--- config.mk ---
export PLATFORM = sky130hd
export DESIGN_NAME = mem_port_arbiter
export DESIGN_NICKNAME = d
export VERILOG_FILES = /design/src/rtl/mem_port_arbiter.sv
export SDC_FILE = /design/constraint.sdc
export NUM_CORES = 1
export LEC_CHECK = 0
export ABC_AREA = 1
export BUFFER_PORTS_ARGS = -buffer_cell sky130_fd_sc_hd__buf_4
export CAP_MARGIN = 20
export CORE_MARGIN = 2
export CORE_UTILIZATION = 47
export CTS_CLUSTER_SIZE = 40
export DETAILED_ROUTE_END_ITERATION = 12
export PLACE_DENSITY = 0.81
export SLEW_MARGIN = 20
export SYNTH_ARGS = -nofsm -noshare
export SYNTH_HDL_FRONTEND = slang
export SYNTH_SLANG_ARGS = --single-unit
--- constraint.sdc ---
create_clock -name clk -period 2.05 [get_ports clk]
set_input_delay 0.205 -clock clk [delete_from_list [all_inputs] [get_ports clk]]
set_output_delay 0.205 -clock clk [all_outputs]
set_load 0.03 [all_outputs]
--- src/rtl/mem_port_arbiter.sv ---
// Shares one single-port, variable-latency memory between instruction fetch and the data stage.
// Data has priority, fetch has a starvation guard, and every transaction is bounded by a timeout.
module mem_port_arbiter #(
  parameter int ADDR_W   = 16,
  parameter int DATA_W   = 16,
  parameter int FAIR_MAX = 4,
  parameter int TIMEOUT  = 15
) (
  input  logic              clk,
  input  logic              rst,
  input  logic              halt,
  input  logic              if_req,
  input  logic [ADDR_W-1:0] if_addr,
  input  logic              d_rd,
  input  logic              d_wr,
  input  logic [ADDR_W-1:0] d_addr,
  input  logic [DATA_W-1:0] d_wdata,
  output logic [DATA_W-1:0] if_rdata,
  output logic              if_valid,
  output logic              if_stall,
  output logic [DATA_W-1:0] d_rdata,
  output logic              d_valid,
  output logic              d_stall,
  output logic              mem_en,
  output logic              mem_wr,
  output logic [ADDR_W-1:0] mem_addr,
  output logic [DATA_W-1:0] mem_wdata,
  input  logic              mem_done,
  input  logic [DATA_W-1:0] mem_rdata,
  output logic              err
);

  localparam int FAIR_W = $clog2(FAIR_MAX + 1);
  localparam int TMO_W  = $clog2(TIMEOUT + 1);

  typedef enum logic [1:0] {IDLE, BUSY_I, BUSY_D} state_t;

  state_t            state_q, state_d;
  logic [FAIR_W-1:0] fair_q, fair_d;
  logic [TMO_W-1:0]  tmo_q, tmo_d;
  logic              mem_en_q, mem_en_d;
  logic              mem_wr_q, mem_wr_d;
  logic [ADDR_W-1:0] mem_addr_q, mem_addr_d;
  logic [DATA_W-1:0] mem_wdata_q, mem_wdata_d;
  logic [DATA_W-1:0] if_rdata_q, if_rdata_d;
  logic [DATA_W-1:0] d_rdata_q, d_rdata_d;
  logic              if_valid_q, if_valid_d;
  logic              d_valid_q, d_valid_d;

  logic              err_c;
  logic              data_req, fetch_ok, can_grant, done_ok, finish;
  logic [DATA_W-1:0] done_data;

  assign data_req  = d_rd | d_wr;
  assign fetch_ok  = if_req & ~halt;
  // The valid-pulse cycle never grants, so a requester sees its completion before re-arbitration.
  assign can_grant = (state_q == IDLE) & ~if_valid_q & ~d_valid_q;
  assign done_ok   = mem_done & ~mem_en_q;
  assign finish    = done_ok | (tmo_q == TMO_W'(TIMEOUT));
  assign done_data = done_ok ? mem_rdata : '0;

  always_comb begin
    // NOTE: every signal written here gets a default first, so no path can infer a latch.
    state_d     = state_q;
    fair_d      = fair_q;
    tmo_d       = tmo_q;
    mem_en_d    = 1'b0;
    mem_wr_d    = mem_wr_q;
    mem_addr_d  = mem_addr_q;
    mem_wdata_d = mem_wdata_q;
    if_rdata_d  = if_rdata_q;
    d_rdata_d   = d_rdata_q;
    if_valid_d  = 1'b0;
    d_valid_d   = 1'b0;
    err_c       = 1'b0;

    case (state_q)
      IDLE: begin
        if (can_grant) begin
          if (data_req && !(fetch_ok && fair_q == FAIR_W'(FAIR_MAX))) begin
            state_d     = BUSY_D;
            mem_en_d    = 1'b1;
            mem_wr_d    = d_wr;
            mem_addr_d  = d_addr;
            mem_wdata_d = d_wdata;
            tmo_d       = '0;
            err_c       = d_rd & d_wr;
            if (!if_req)                          fair_d = '0;
            else if (fair_q != FAIR_W'(FAIR_MAX)) fair_d = fair_q + 1'b1;
          end else if (fetch_ok) begin
            state_d    = BUSY_I;
            mem_en_d   = 1'b1;
            mem_wr_d   = 1'b0;
            mem_addr_d = if_addr;
            tmo_d      = '0;
            fair_d     = '0;
          end
        end
      end
      BUSY_I, BUSY_D: begin
        if (finish) begin
          state_d = IDLE;
          err_c   = ~done_ok;
          if (state_q == BUSY_I) begin
            if_rdata_d = done_data;
            if_valid_d = 1'b1;
          end else begin
            d_rdata_d = done_data;
            d_valid_d = 1'b1;
          end
        end else begin
          tmo_d = tmo_q + 1'b1;
        end
      end
      default: state_d = IDLE;
    endcase
  end

  always_ff @(posedge clk) begin
    if (rst) begin
      state_q     <= IDLE;
      fair_q      <= '0;
      tmo_q       <= '0;
      mem_en_q    <= 1'b0;
      mem_wr_q    <= 1'b0;
      mem_addr_q  <= '0;
      mem_wdata_q <= '0;
      if_rdata_q  <= '0;
      d_rdata_q   <= '0;
      if_valid_q  <= 1'b0;
      d_valid_q   <= 1'b0;
    end else begin
      state_q     <= state_d;
      fair_q      <= fair_d;
      tmo_q       <= tmo_d;
      mem_en_q    <= mem_en_d;
      mem_wr_q    <= mem_wr_d;
      mem_addr_q  <= mem_addr_d;
      mem_wdata_q <= mem_wdata_d;
      if_rdata_q  <= if_rdata_d;
      d_rdata_q   <= d_rdata_d;
      if_valid_q  <= if_valid_d;
      d_valid_q   <= d_valid_d;
    end
  end

  assign if_rdata  = if_rdata_q;
  assign if_valid  = if_valid_q;
  assign if_stall  = if_req & ~if_valid_q;
  assign d_rdata   = d_rdata_q;
  assign d_valid   = d_valid_q;
  assign d_stall   = data_req & ~d_valid_q;
  assign mem_en    = mem_en_q;
  assign mem_wr    = mem_wr_q;
  assign mem_addr  = mem_addr_q;
  assign mem_wdata = mem_wdata_q;
  assign err       = err_c & ~rst;

endmodule

**Word level (Yosys, flattened, before mapping)**

Index checks and enable logic that the tools add are counted.

- Bits of input ports: 71
- Output and inout bits: 71
- Flip-flop bits (word level): 77
- Word-level logic and storage cells: 87

- Equal/unequal tests: 10
- Bitwise logic cells: 21
- Reductions and logical operators: 16
- Multiplexer cells: 27
- $add $sub $neg: 2

Operator list:

| cell | count |
|---|---|
| 16-bit two-way mux | 3 |
| 4-bit two-way mux | 4 |
| 3-bit AND reduction | 5 |
| 3-bit two-way mux | 4 |
| 1-bit NOT | 11 |
| 1-bit two-way mux | 9 |
| 1-bit AND | 8 |
| 2-bit two-way mux | 4 |
| 4-bit one-hot mux with 2 select lines | 1 |
| 4-bit AND reduction | 2 |
| 2-bit != test (second input constant) | 3 |
| 3-bit by 2-bit != test with 1-bit output (second input constant) | 2 |
| 3-bit OR reduction | 2 |
| 4-bit by 1-bit adder with 4-bit output (second input constant) | 1 |
| 4-bit == test (second input constant) | 1 |
| 2-bit one-hot mux with 2 select lines | 1 |
| 2-bit nonzero test | 2 |
| 3-bit by 1-bit adder with 3-bit output (second input constant) | 1 |
| 3-bit == test (second input constant) | 1 |
| 3-bit != test (second input constant) | 1 |
| 2-bit by 1-bit == test with 1-bit output (second input constant) | 1 |
| 2-bit == test (second input constant) | 1 |
| 1-bit logical AND | 2 |
| 2-bit zero test | 1 |
| 4 further kinds | 5 |

**Depth between registers and ports, before layout**

Gate-level depths: netlist of run 1.

- Depth after elaboration: 9
- Depth in mapped cells: 11
- Depth with buffers taken out: 11

**Worst setup path before layout of run 1**

OpenSTA, ideal clock, no wires.

- Kind: register -> output
- Start point: register mem_en_q, in the netlist mem_en
- End point: output port err
- Stages on the path, launching flop included: 6
- Arrival: 1.633 ns
- Required time: 1.845 ns
- Slack: 0.212 ns
- Buffers on the path: 1
- Path through: dfxtp_1 -> inv_1 -> nand2_1 -> clkbuf_1 -> nand4_1 -> a21oi_1

- Cells in the longest elaborated chain, start to end: 6
- Elaborated cells on any way between the ends: 7
- Classes of those cells: mux: 2; bitwise: 5

RTL lines:

| element | RTL line | text |
|---|---|---|
| start: declaration | 41 | `logic mem_en_q, mem_en_d;` |
| start signal: assignment | 136 | `mem_en_q <= mem_en_d;` |
| 1-bit NOT * | 58 | `assign done_ok = mem_done & ~mem_en_q;` |
| 1-bit AND * | 58 |  |
| 1-bit OR / 1-bit NOT (equally long branches) | 59, 103 |  |
| 1-bit two-way mux * | 101 | `if (finish) begin` |
| 1-bit one-hot mux with 2 select lines * | 77 | `case (state_q)` |
| 1-bit AND * | 157 | `assign err = err_c & ~rst;` |
| end: declaration | 30 | `output logic err` |

Every way passes the cells marked *; elsewhere a longest branch is shown, timed or not.

**Final worst setup path of run 1**

- Start point: register fair_q[0]
- End point: output port err

- Cells in the longest elaborated chain, start to end: 8

RTL lines:

| element | RTL line | text |
|---|---|---|
| start: declaration | 39 | `logic [FAIR_W-1:0] fair_q, fair_d;` |
| start signal: assignment | 134 | `fair_q <= fair_d;` |
| 3-bit == test | 80 | `if (data_req && !(fetch_ok && fair_q == FAIR_W'(FAIR_MAX))) begin` |
| 1-bit logical AND | 80 |  |
| 1-bit zero test | 80 |  |
| 1-bit logical AND | 80 |  |
| 1-bit two-way mux | 80 |  |
| 1-bit two-way mux | 79 | `if (can_grant) begin` |
| 1-bit one-hot mux with 2 select lines | 77 |  |
| 1-bit AND | 157 |  |

Every way passes these cells.

==> metrics.md, run 1 <==
| Metric | Value |
|---|---|
| Status | completed |
| Slowest-stage cell, CP | dfxtp_1 |
| Hold Worst Slack | about 0.075 ns |
| Die Ht | between 80 and 90 um |
| Leak pwr | between 2 and 2.5 nW |
| Total Power | 6.49 mW |
| Syn Area/Cell | between 7 and 8 um2 |
| Reg power frac | roughly a third |
| Post-route setup TNS | 0 ns |
| Max cap viols | 0 |
| Slew headroom | slightly below 80% |
| Share of layout cells above drive strength 1 | a little under a third |
| Register area share after synthesis | 46.3% |
| Clk slew on worst S/H paths | approximately 0.08 ns |
| Post-synth top area share | a little under half |
| CP Cell Sequence | inv_1 -> ha_1 -> nand2_1 -> o21ai_4 -> nor2_2 -> nand3_1 -> a21oi_1 -> buf_4 |
| Vias | roughly 3,400 |
| Buffer count from post-CTS setup fixing | 0 |
| DRC Markers | 0 |
| Htree depth | 3 |
| GP Congestion | ~0.80 |
| IO buf count | about 140 |
| Library cells used by synthesis | 23 |
| Most frequent cells in the layout | buf_4, nor2_1, dfxtp_1 |
| Final HPWL DP | between 6000 and 7000 um |
| Switching Fraction | between 40% and 50% |
| Post-CTS sizing | 0 |
| Int Pwr | between 3 and 4 mW |
| Initial antenna violation count | 0 |
| Clk root buf | clkbuf_8 |
| Syn Nets | ~540 |
| Critical path type | reg2out |
| Die Wd | 88.1 um |
| Fill cell count | 585 |
| Final hold violation count | 0 |
| Clock Power Share | ~20% |
| Ant. Diodes | 0 |
| Tot GR Track Use | around 22% |
| Yosys Warn Count | 0 |
| Unrepaired setup endpoints after global routing | no |
| Max Fclk | a little over 0.5 GHz |
| DR WL/cell | 12.2 um |
| Row cnt | 30 |
| Synth top area cells | dfxtp_1, nor2_1, o21ai_0 |
| CP Data Required Time | between 1.5 and 2 ns |
| Vias in the first global route | approximately 3,300 |
| Clock skew | 0.0103 ns |
| Post-Syn Area | 3330 um2 |
| Synth Register Bits | a little under 80 |
| Final setup viols | 0 |
| CTS buffer count | 9 |
| Core Area | between 6000 and 7000 um2 |
| Starting density of the core | a little under 50% |
| Cell taking the most area after synthesis | dfxtp_1 |
| First-pass GRT wire length | 13,700 um |
| CP Buf/Inv Count | 2 |
| CP arrival | roughly 1.7 ns |
| Post-route worst setup slack | between 0.1 and 0.15 ns |
| Largest net degree at the start of global routing | 38 |
| Gate Count Post-Synth | between 400 and 500 |
| IO Pins | about 140 |
| Setup WS pre-CTS | about 0.31 ns |
| Kind of cell adding the most delay to the critical path | flip-flops |
| Worst setup SP type | flop |
| Detailed Route WL | 8590 um |
| Initial drt markers | 151 |
| Sequential cell area | 1540 um2 |
| Gr ovfl total | 0 |
| Clock Latency Late Sink | between 0.3 and 0.4 ns |
| Hold Path Class | in2reg |
| Final Max Slew Viols | 0 |
| Fin crit share | 94.4% |
| First-pass DRT Iterations | 4 |
| Area of the multi-input gates | about 1500 um2 |
| Worst-Margin Slew | between 0.3 and 0.4 ns |
| Clock sinks | 77 |
| Share of power burned in combinational logic | approximately 46% |
| Minimum clock period | 1.94 ns |
| Switching Power | approximately 2.8 mW |
| Maximum vdd drop | roughly 0.0011 V |
| Hold_buf cts | 0 |
| Worst Setup End Kind | primary output |
| Synth-to-Final Area Change | 40.8% |
| ANT nets after route | 0 |
| CTS max path bufs | 2 |
| CTS tree | built |
| Most common cell after layout, fill and taps aside | buf_4 |
| Final layout net count | 682 |
| Die Footprint | a little under 8000 um2 |
| Via-to-Cell Ratio | between 4 and 5 |
| CP max stage delay | roughly 0.35 ns |
| Pwr/cell area | 1390 nW/um2 |
| Max Fanout on Critical Path | 7 |
[power by group through the flow]
| stage | Sequential (mW) | Clock, mW | Combinational [mW] |
|---|---|---|---|
| after global placement | 2.19 | 0 | 2.96 |
| after CTS | 2.18 | 1.34 | 3.02 |
| final | 2.18 | 1.31 | 3.00 |
| after floorplan | 2.94 | 0 | 1.27 |
| after global routing | 2.24 | 1.40 | 3.30 |
| after detailed placement | 2.21 | 0 | 3.01 |
[logic make-up after synthesis]
| kind of cell | share of synthesized area [%] |
|---|---|
| AND/OR/NAND/NOR | 28.0 |
| AO/OA/AOI/OAI | 15.5 |
| flip-flops | 46.3 |
| buffers and inverters | 7.86 |
| adder cells (fa/ha/maj) | 2.26 |
[layout make-up]
cell class                 count  area share [%]
inverter                      37            2.96
timing repair buffer         149            23.9
clock inverter                 6            2.00
sequential                    77            32.9
tap                           96            2.56
clock buffer                  10            2.94
multi-input combinational    331            32.7
[per-layer routing]
metal	GRT usage (%)	part of all wire [%]	vias to the layer above
met5	0	0	-
met4	10.3	1.7	0
met3	4.71	5.9	11
met2	40.1	51	107
met1	24.9	42	1562
li1	-	-	1753
[cell usage after synthesis (all sizes together)]
cell and n:
a21oi 38, buf 11, clkbuf 10, dfxtp 77
ha 6, inv 37, nand2 70, nand3 9
nand4 3, nor2 137, nor3 2, o21ai 63
or2 3
[per-stage QoR]
step / cell area (um2) / cells / util (%)
global route: 4680 / 706 / 68.6
detailed placement: 4440 / 690 / 65.0
floorplan: 3330 / 466 / -
global placement: 4440 / 690 / 65.0
finish: 4680 / 706 / 68.6
CTS: 4670 / 706 / 68.4
[tightest hold or removal path, delay by kind of cell]
kind,cells,cell delay [ns]
AND/OR/NAND/NOR,2,0.11
buffers and inverters,1,0.08
[worst paths after layout]
| kind | startpoint | end | slack (ns) | cells past startpoint |
|---|---|---|---|---|
| worst max-delay path | fair_q[0]$_SDFFE_PP0P_ | err | 0.11 | 8 |
| worst min register to register | d_rdata[8]$_SDFFE_PP0P_ | d_rdata[8]$_SDFFE_PP0P_ | 0.49 | 2 |
| worst min-delay path | d_wdata[14] | mem_wdata[14]$_SDFFE_PP0P_ | 0.07 | 3 |
| worst max register to register | state_q[0]$_SDFFE_PP0P_ | d_rdata[10]$_SDFFE_PP0P_ | 0.28 | 7 |
[registers in the layout, indices dropped and copies added (netlist names)]
signal / count
if_rdata: 16
mem_wr: 1
mem_wdata: 16
state_q: 2
d_rdata: 16
mem_en: 1
fair_q: 3
tmo_q: 4
mem_addr: 16
d_valid: 1
if_valid: 1
Power figures use the tool's default switching activity.
==> run 2, diff against run 1 <==
--- a/config.mk
+++ b/config.mk
@@ -9,10 +9,10 @@
 export BUFFER_PORTS_ARGS = -buffer_cell sky130_fd_sc_hd__buf_4
 export CAP_MARGIN = 20
 export CORE_MARGIN = 2
-export CORE_UTILIZATION = 47
+export CORE_UTILIZATION = 25
 export CTS_CLUSTER_SIZE = 40
 export DETAILED_ROUTE_END_ITERATION = 12
-export PLACE_DENSITY = 0.81
+export PLACE_DENSITY = 0.49
 export SLEW_MARGIN = 20
 export SYNTH_ARGS = -nofsm -noshare
 export SYNTH_HDL_FRONTEND = slang
==> metrics.md, run 2 (synthesized netlist as in run 1, its figures left out) <==
| Metric | Value |
|---|---|
| Critical path type | reg2out |
| GP Congestion | 0.787 (-2.0%) |
| Met1 Use GR | 16.6% (-8.3 points) |
| Setup WS pre-CTS | 0.296 ns (-0.0129 ns) |
| Slew headroom | 72.5% (-5.8 points) |
| Starting density of the core | 25.3% (-23 points) |
| CP Cell Sequence | inv_1 -> ha_1 -> nand2_2 -> o21ai_4 -> nor2_2 -> nand3_2 -> a21oi_2 -> buf_6 |
| Detailed Route WL | 9620 um (+12%) |
| Met2 GRT Util | 23.3% (-17 points) |
| Pwr/cell area | 1430 nW/um2 (+3.5%) |
| Post-route setup TNS | 0 ns (unchanged) |
| First-pass GRT wire length | 15,700 um (+14%) |
| Post-route worst setup slack | 0.143 ns (+0.0289 ns) |
| Minimum clock period | 1.91 ns (-0.0289 ns) |
| Row cnt | 42 (+40%) |
| Max Fanout on Critical Path | 4 (-3) |
| Buffer count from post-CTS setup fixing | 0 (unchanged) |
| Worst-Margin Slew | 0.412 ns (+0.0862 ns) |
| Clock skew | 0.00754 ns (-0.00281 ns) |
| Maximum vdd drop | 0.000647 V (-38%) |
| Switching Fraction | 40.3% (-2.2 points) |
| ANT nets after route | 0 (unchanged) |
| CTS max path bufs | 2 (unchanged) |
| CP Buf/Inv Count | 2 (unchanged) |
| Most frequent cells in the layout | buf_4, nor2_1, dfxtp_1 |
| Htree depth | 3 (unchanged) |
| Vias | 3,356 (-2.2%) |
| Via-to-Cell Ratio | 4.28 (-12%) |
| Met3 Use GR | 5.41% (+0.70 points) |
| Clock Latency Late Sink | 0.34 ns (about the same) |
| Total Power | 7.09 mW (+9.2%) |
| Design area | 4940 um2 (+5.5%) |
| Worst Setup End Kind | primary output |
| Hold Worst Slack | 0.0907 ns (+0.0162 ns) |
| Gr ovfl total | 0 (unchanged) |
| Cells after DPL | 769 (+11%) |
| DR WL/cell | 12.3 um (+0.78%) |
| IO buf count | 141 (unchanged) |
| Die Ht | 119 um (+35%) |
| CTS buffer count | 9 (unchanged) |
| Largest net degree at the start of global routing | 43 (+13%) |
| Final hold violation count | 0 (unchanged) |
| Leak pwr | 2.47 nW (+2.4%) |
| Tot GR Track Use | 13.9% (-8.3 points) |
| Clock Power Share | 25.9% (+5.7 points) |
| Top Usage Layer GRT | met2 |
| Share of layout cells above drive strength 1 | 31.2% (+1.0 points) |
| Max Fclk | 0.524 GHz (+1.5%) |
| DRC Markers | 0 (unchanged) |
| First-pass DRT Iterations | 4 (unchanged) |
| Synth-to-Final Area Change | 48.6% |
| Worst setup SP type | flop |
| Switching Power | 2.85 mW (+3.6%) |
| Hold Path Class | in2reg |
| CP max stage delay | 0.36 ns (about the same) |
| Unrepaired setup endpoints after global routing | no |
| Most common cell after layout, fill and taps aside | buf_4 |
| Share of power burned in combinational logic | 43.2% (-3.0 points) |
| Clock sinks | 77 (unchanged) |
| Vias in the first global route | 3,236 (-1.3%) |
| Slowest-stage cell, CP | dfxtp_1 |
| Reg power frac | 30.8% (-2.8 points) |
| CTS tree | built |
| Int Pwr | 4.23 mW (+13%) |
| Placed instance area | 4560 um2 (+2.6%) |
| Initial antenna violation count | 0 (unchanged) |
| Fin crit share | 93.0% (-1.4 points) |
| Final layout net count | 681 (-0.15%) |
| Ant. Diodes | 0 (unchanged) |
| CP Data Required Time | 1.85 ns (about the same) |
| Core Area | 13,100 um2 (+92%) |
| Max cap viols | 0 (unchanged) |
| Final Max Slew Viols | 0 (unchanged) |
| Kind of cell adding the most delay to the critical path | flip-flops |
| Initial drt markers | 194 (+28%) |
| Die Footprint | 14,200 um2 (+83%) |
| Final HPWL DP | 6900 um (+11%) |
| Status | completed |
| Final cell count without fillers | 785 (+11%) |
| Final setup viols | 0 (unchanged) |
| Die Wd | 119 um (+35%) |
| CP arrival | 1.70 ns (-0.03 ns) |
| Clk root buf | clkbuf_16 |
| Clk slew on worst S/H paths | 0.06 ns (-0.02 ns) |
| Final core utilization | 37.6% (-31 points) |
| IO Pins | 142 (unchanged) |
## run 2: cell count changes in the layout (fill, tap and decap cells not counted), moves of 2 or more
cell	change
buf_12	+2
buf_4	-4
clkbuf_16	+9
clkbuf_8	-10
## run 2: path summary, 6_finish.rpt
check,start,end,slack [ns],depth (start not counted)
setup / recovery,fair_q[1]$_SDFFE_PP0P_,err,0.14,8
hold / removal,d_wdata[3],mem_wdata[3]$_SDFFE_PP0P_,0.09,3
setup reg to reg,state_q[1]$_SDFFE_PP0P_,d_rdata[13]$_SDFFE_PP0P_,0.38,7
hold reg to reg,if_rdata[12]$_SDFFE_PP0P_,if_rdata[12]$_SDFFE_PP0P_,0.47,2
## run 2: worst register-to-register path, cell delays in order, from the launching register on
cell and delay (ns):
dfxtp_1 0.35, inv_1 0.07, ha_2 0.41, nand2_4 0.11, nor2_8 0.21, inv_2 0.19, a21oi_1 0.16, nor2_1 0.05
## run 2: routing by layer
metal  up-vias  part of all wire [%]
li1       1754                     -
met1      1509                    44
met2        85                    48
met3         8                   6.7
met4         0                  0.96
met5         -                     0
## run 2: final cells by class
type	count	area, um2
multi-input combinational	331	1550
inverter	37	139
tap	176	220
clock buffer	9	225
clock inverter	7	123
fill	1408	8200
sequential	77	1540
timing repair buffer	148	1140
## run 2: power by group through the flow
| stage | registers (mW) | clock network, mW | logic [mW] |
|---|---|---|---|
| final | 2.19 | 1.84 | 3.06 |
| after global routing | 2.24 | 1.96 | 3.37 |
| after CTS | 2.19 | 1.91 | 3.09 |
| after detailed placement | 2.21 | 0 | 3.08 |
| after global placement | 2.21 | 0 | 3.05 |
| after floorplan | 2.94 | 0 | 1.27 |
## run 2: what timing repair did
| item | in CTS | in global routing |
|---|---|---|
| setup endpoints to repair | 0 | 1 |
| resized for setup | 0 | 9 |
| hold buffers | 0 | 0 |
==> run 3, diff against run 2 <==
--- a/config.mk
+++ b/config.mk
@@ -5,7 +5,6 @@
 export SDC_FILE = /design/constraint.sdc
 export NUM_CORES = 1
 export LEC_CHECK = 0
-export ABC_AREA = 1
 export BUFFER_PORTS_ARGS = -buffer_cell sky130_fd_sc_hd__buf_4
 export CAP_MARGIN = 20
 export CORE_MARGIN = 2
==> metrics.md, run 3 <==
| Metric | Value |
|---|---|
| Status | completed |
| Hold_buf cts | 0 (unchanged) |
| IO buf count | 141 (unchanged) |
| Final hold violation count | 0 (unchanged) |
| Cell with the most instances after synthesis | dfxtp_1 |
| CP max stage delay | 0.37 ns (about the same) |
| CP arrival | 1.73 ns (+0.03 ns) |
| CP Buf/Inv Count | 3 (+1) |
| Minimum clock period | 1.94 ns (+0.0328 ns) |
| Row cnt | 42 (unchanged) |
| Post-route worst setup slack | 0.110 ns (-0.0328 ns) |
| Clk root buf | clkbuf_16 |
| Critical path type | reg2out |
| Ant. Diodes | 0 (unchanged) |
| Synth top area cells | dfxtp_1, mux2i_1, nand2_1 |
| Clock Latency Late Sink | 0.33 ns (about the same) |
| Final Max Slew Viols | 0 (unchanged) |
| Tot GR Track Use | 13.4% (-0.57 points) |
| CTS tree | built |
| CP Cell Sequence | inv_1 -> ha_1 -> buf_4 -> nand3_1 -> a211oi_2 -> buf_4 |
| Clk slew on worst S/H paths | 0.06 ns (about the same) |
| Final layout net count | 589 (-14%) |
| Max Fanout on Critical Path | 6 (+2) |
| Syn Area/Cell | 8.88 um2 (+24%) |
| Hold Worst Slack | 0.134 ns (+0.0435 ns) |
| Via-to-Cell Ratio | 4.49 (+5.0%) |
| Synth top cells by count | dfxtp_1, nand2_1, a21oi_1, nor2_1, mux2i_1 |
| Htree depth | 3 (unchanged) |
| Worst Setup End Kind | primary output |
| Library cells used by synthesis | 40 (+74%) |
| Hold Path Class | in2reg |
| Max cap viols | 0 (unchanged) |
| Final cell count without fillers | 693 (-12%) |
| Gate Count Post-Synth | 378 (-19%) |
| Slowest-stage cell, CP | dfxtp_1 |
| Yosys Warn Count | 0 (unchanged) |
| Setup WS pre-CTS | 0.221 ns (-0.0752 ns) |
| CTS buffer count | 9 (unchanged) |
| Starting density of the core | 25.4% (+0.12 points) |
| Die Ht | 120 um (+0.41%) |
| Most common cell after layout, fill and taps aside | buf_4 |
| Largest net degree at the start of global routing | 63 (+47%) |
| Worst-Margin Slew | 0.651 ns (+0.239 ns) |
| Post-synth EDFFs | 0 (unchanged) |
| Initial antenna violation count | 0 (unchanged) |
| Core Area | 13,200 um2 (+0.40%) |
| Syn Nets | 455 (-16%) |
| Die Footprint | 14,400 um2 (+0.83%) |
| Post-Syn Area | 3360 um2 (+0.86%) |
| First-pass GRT wire length | 15,200 um (-3.4%) |
| Final HPWL DP | 6560 um (-4.9%) |
| Detailed Route WL | 9370 um (-2.6%) |
| Synth-to-Final Area Change | 47.9% |
| Pwr/cell area | 1190 nW/um2 (-17%) |
| Fin crit share | 94.6% (+1.6 points) |
| Ys async rst share | 0% (unchanged) |
| Kind of cell adding the most delay to the critical path | buffers and inverters |
| Gr ovfl total | 0 (unchanged) |
| Unrepaired setup endpoints after global routing | no |
| Register area share after synthesis | 45.9% (-0.40 points) |
| IO Pins | 142 (unchanged) |
| Cell taking the most area after synthesis | dfxtp_1 |
| Share of layout cells above drive strength 1 | 33.3% (+2.1 points) |
| Most frequent cells in the layout | buf_4, dfxtp_1, nand2_1 |
| Worst setup SP type | flop |
| Synth Register Bits | 77 (unchanged) |
| Main flop type after synthesis | dfxtp_1 |
| Clock skew | 0.00884 ns (+0.00130 ns) |
| Initial drt markers | 125 (-36%) |
| Vias | 3,110 (-7.3%) |
| Maximum vdd drop | 0.000323 V (-50%) |
| DRC Markers | 0 (unchanged) |
| GP Congestion | 0.797 (+1.3%) |
| Leak pwr | 2.15 nW (-13%) |
| Cells after DPL | 676 (-12%) |
| First-pass DRT Iterations | 4 (unchanged) |
| Clock sinks | 77 (unchanged) |
| ANT nets after route | 0 (unchanged) |
| Post-synth top area share | 45.9% (-0.40 points) |
| Vias in the first global route | 2,971 (-8.2%) |
| Slew headroom | 56.6% (-16 points) |
| Die Wd | 120 um (+0.41%) |
| Final setup viols | 0 (unchanged) |
| DR WL/cell | 13.5 um (+10%) |
| CTS max path bufs | 2 (unchanged) |
| CP most frequent cell | buf_4 |
| CP Data Required Time | 1.85 ns (about the same) |
| Max Fclk | 0.516 GHz (-1.7%) |
| Post-route setup TNS | 0 ns (unchanged) |
-- run 3: final cells by class --
type,instances,area [um2]
flip-flops and latches,77,1540
repair buffers,151,1170
well taps,176,220
clock buffers,12,236
multi-input cells,266,1650
fillers,1389,8230
clock inverters,4,120
inverters,7,26.3
-- run 3: cell families (layout without fill, tap and decap cells) --
| family | after synthesis | count (layout) | share of synthesized area, % |
|---|---|---|---|
| AND/OR/NAND/NOR | 151 | 151 | 21.4 |
| AO/OA/AOI/OAI | 77 | 77 | 15.2 |
| flip-flops | 77 | 77 | 45.9 |
| buffers and inverters | 35 | 174 | 5.63 |
| multiplexers | 32 | 32 | 9.55 |
| adder cells (fa/ha/maj) | 6 | 6 | 2.24 |
-- run 3: path summary, 6_finish.rpt --
kind	startpoint	depth (start not counted)	slack (ns)	end
worst max register to register	state_q[0]$_SDFFE_PP0P_	6	0.20	tmo_q[3]$_SDFFE_PP0P_
worst min register to register	if_rdata[10]$_SDFFE_PP0P_	2	0.46	if_rdata[10]$_SDFFE_PP0P_
worst min-delay path	d_wdata[4]	3	0.13	mem_wdata[4]$_SDFFE_PP0P_
worst max-delay path	state_q[0]$_SDFFE_PP0P_	6	0.11	err
-- run 3: power breakdown --
part | switching, mW | total, mW | internal [mW]
registers | 0.124 | 1.85 | 1.73
clock network | 0.608 | 1.92 | 1.31
logic | 1.26 | 2.11 | 0.855
total | 1.99 | 5.89 | 3.90
-- run 3: worst reg2reg max path, delay by kind of cell, from the launching register on --
kind,cells,cell delay [ns]
AOI/OAI and AO/OA,2,0.46
DFF,1,0.37
and+or+nand+nor,1,0.50
buffers and inverters,2,0.14
adders and majority gates,1,0.31
-- run 3: metal layers --
layer | track usage (%) | wire, um | up-vias
met1 | 16.9 | 4320 | 1408
met5 | 0 | 0 | -
li1 | - | - | 1581
met2 | 21.3 | 4270 | 103
met4 | 6.54 | 217 | 0
met3 | 3.28 | 561 | 18
-- run 3: what timing repair did --
item                                   CTS  global route
setup endpoints to repair                1             1
endpoints found under the hold margin    0             0
setup buffers                            1             0
cloned                                   0             0
resized for setup                        0             2
-- run 3: stage by stage --
step,total power [mW],util (%),instance area [um2]
3_3_place_gp,3.99,34.8,4590
6_report,5.89,37.6,4960
3_5_place_dp,4.00,34.8,4590
4_1_cts,5.98,37.6,4960
5_1_grt,6.22,37.6,4960
2_1_floorplan,3.31,-,3360
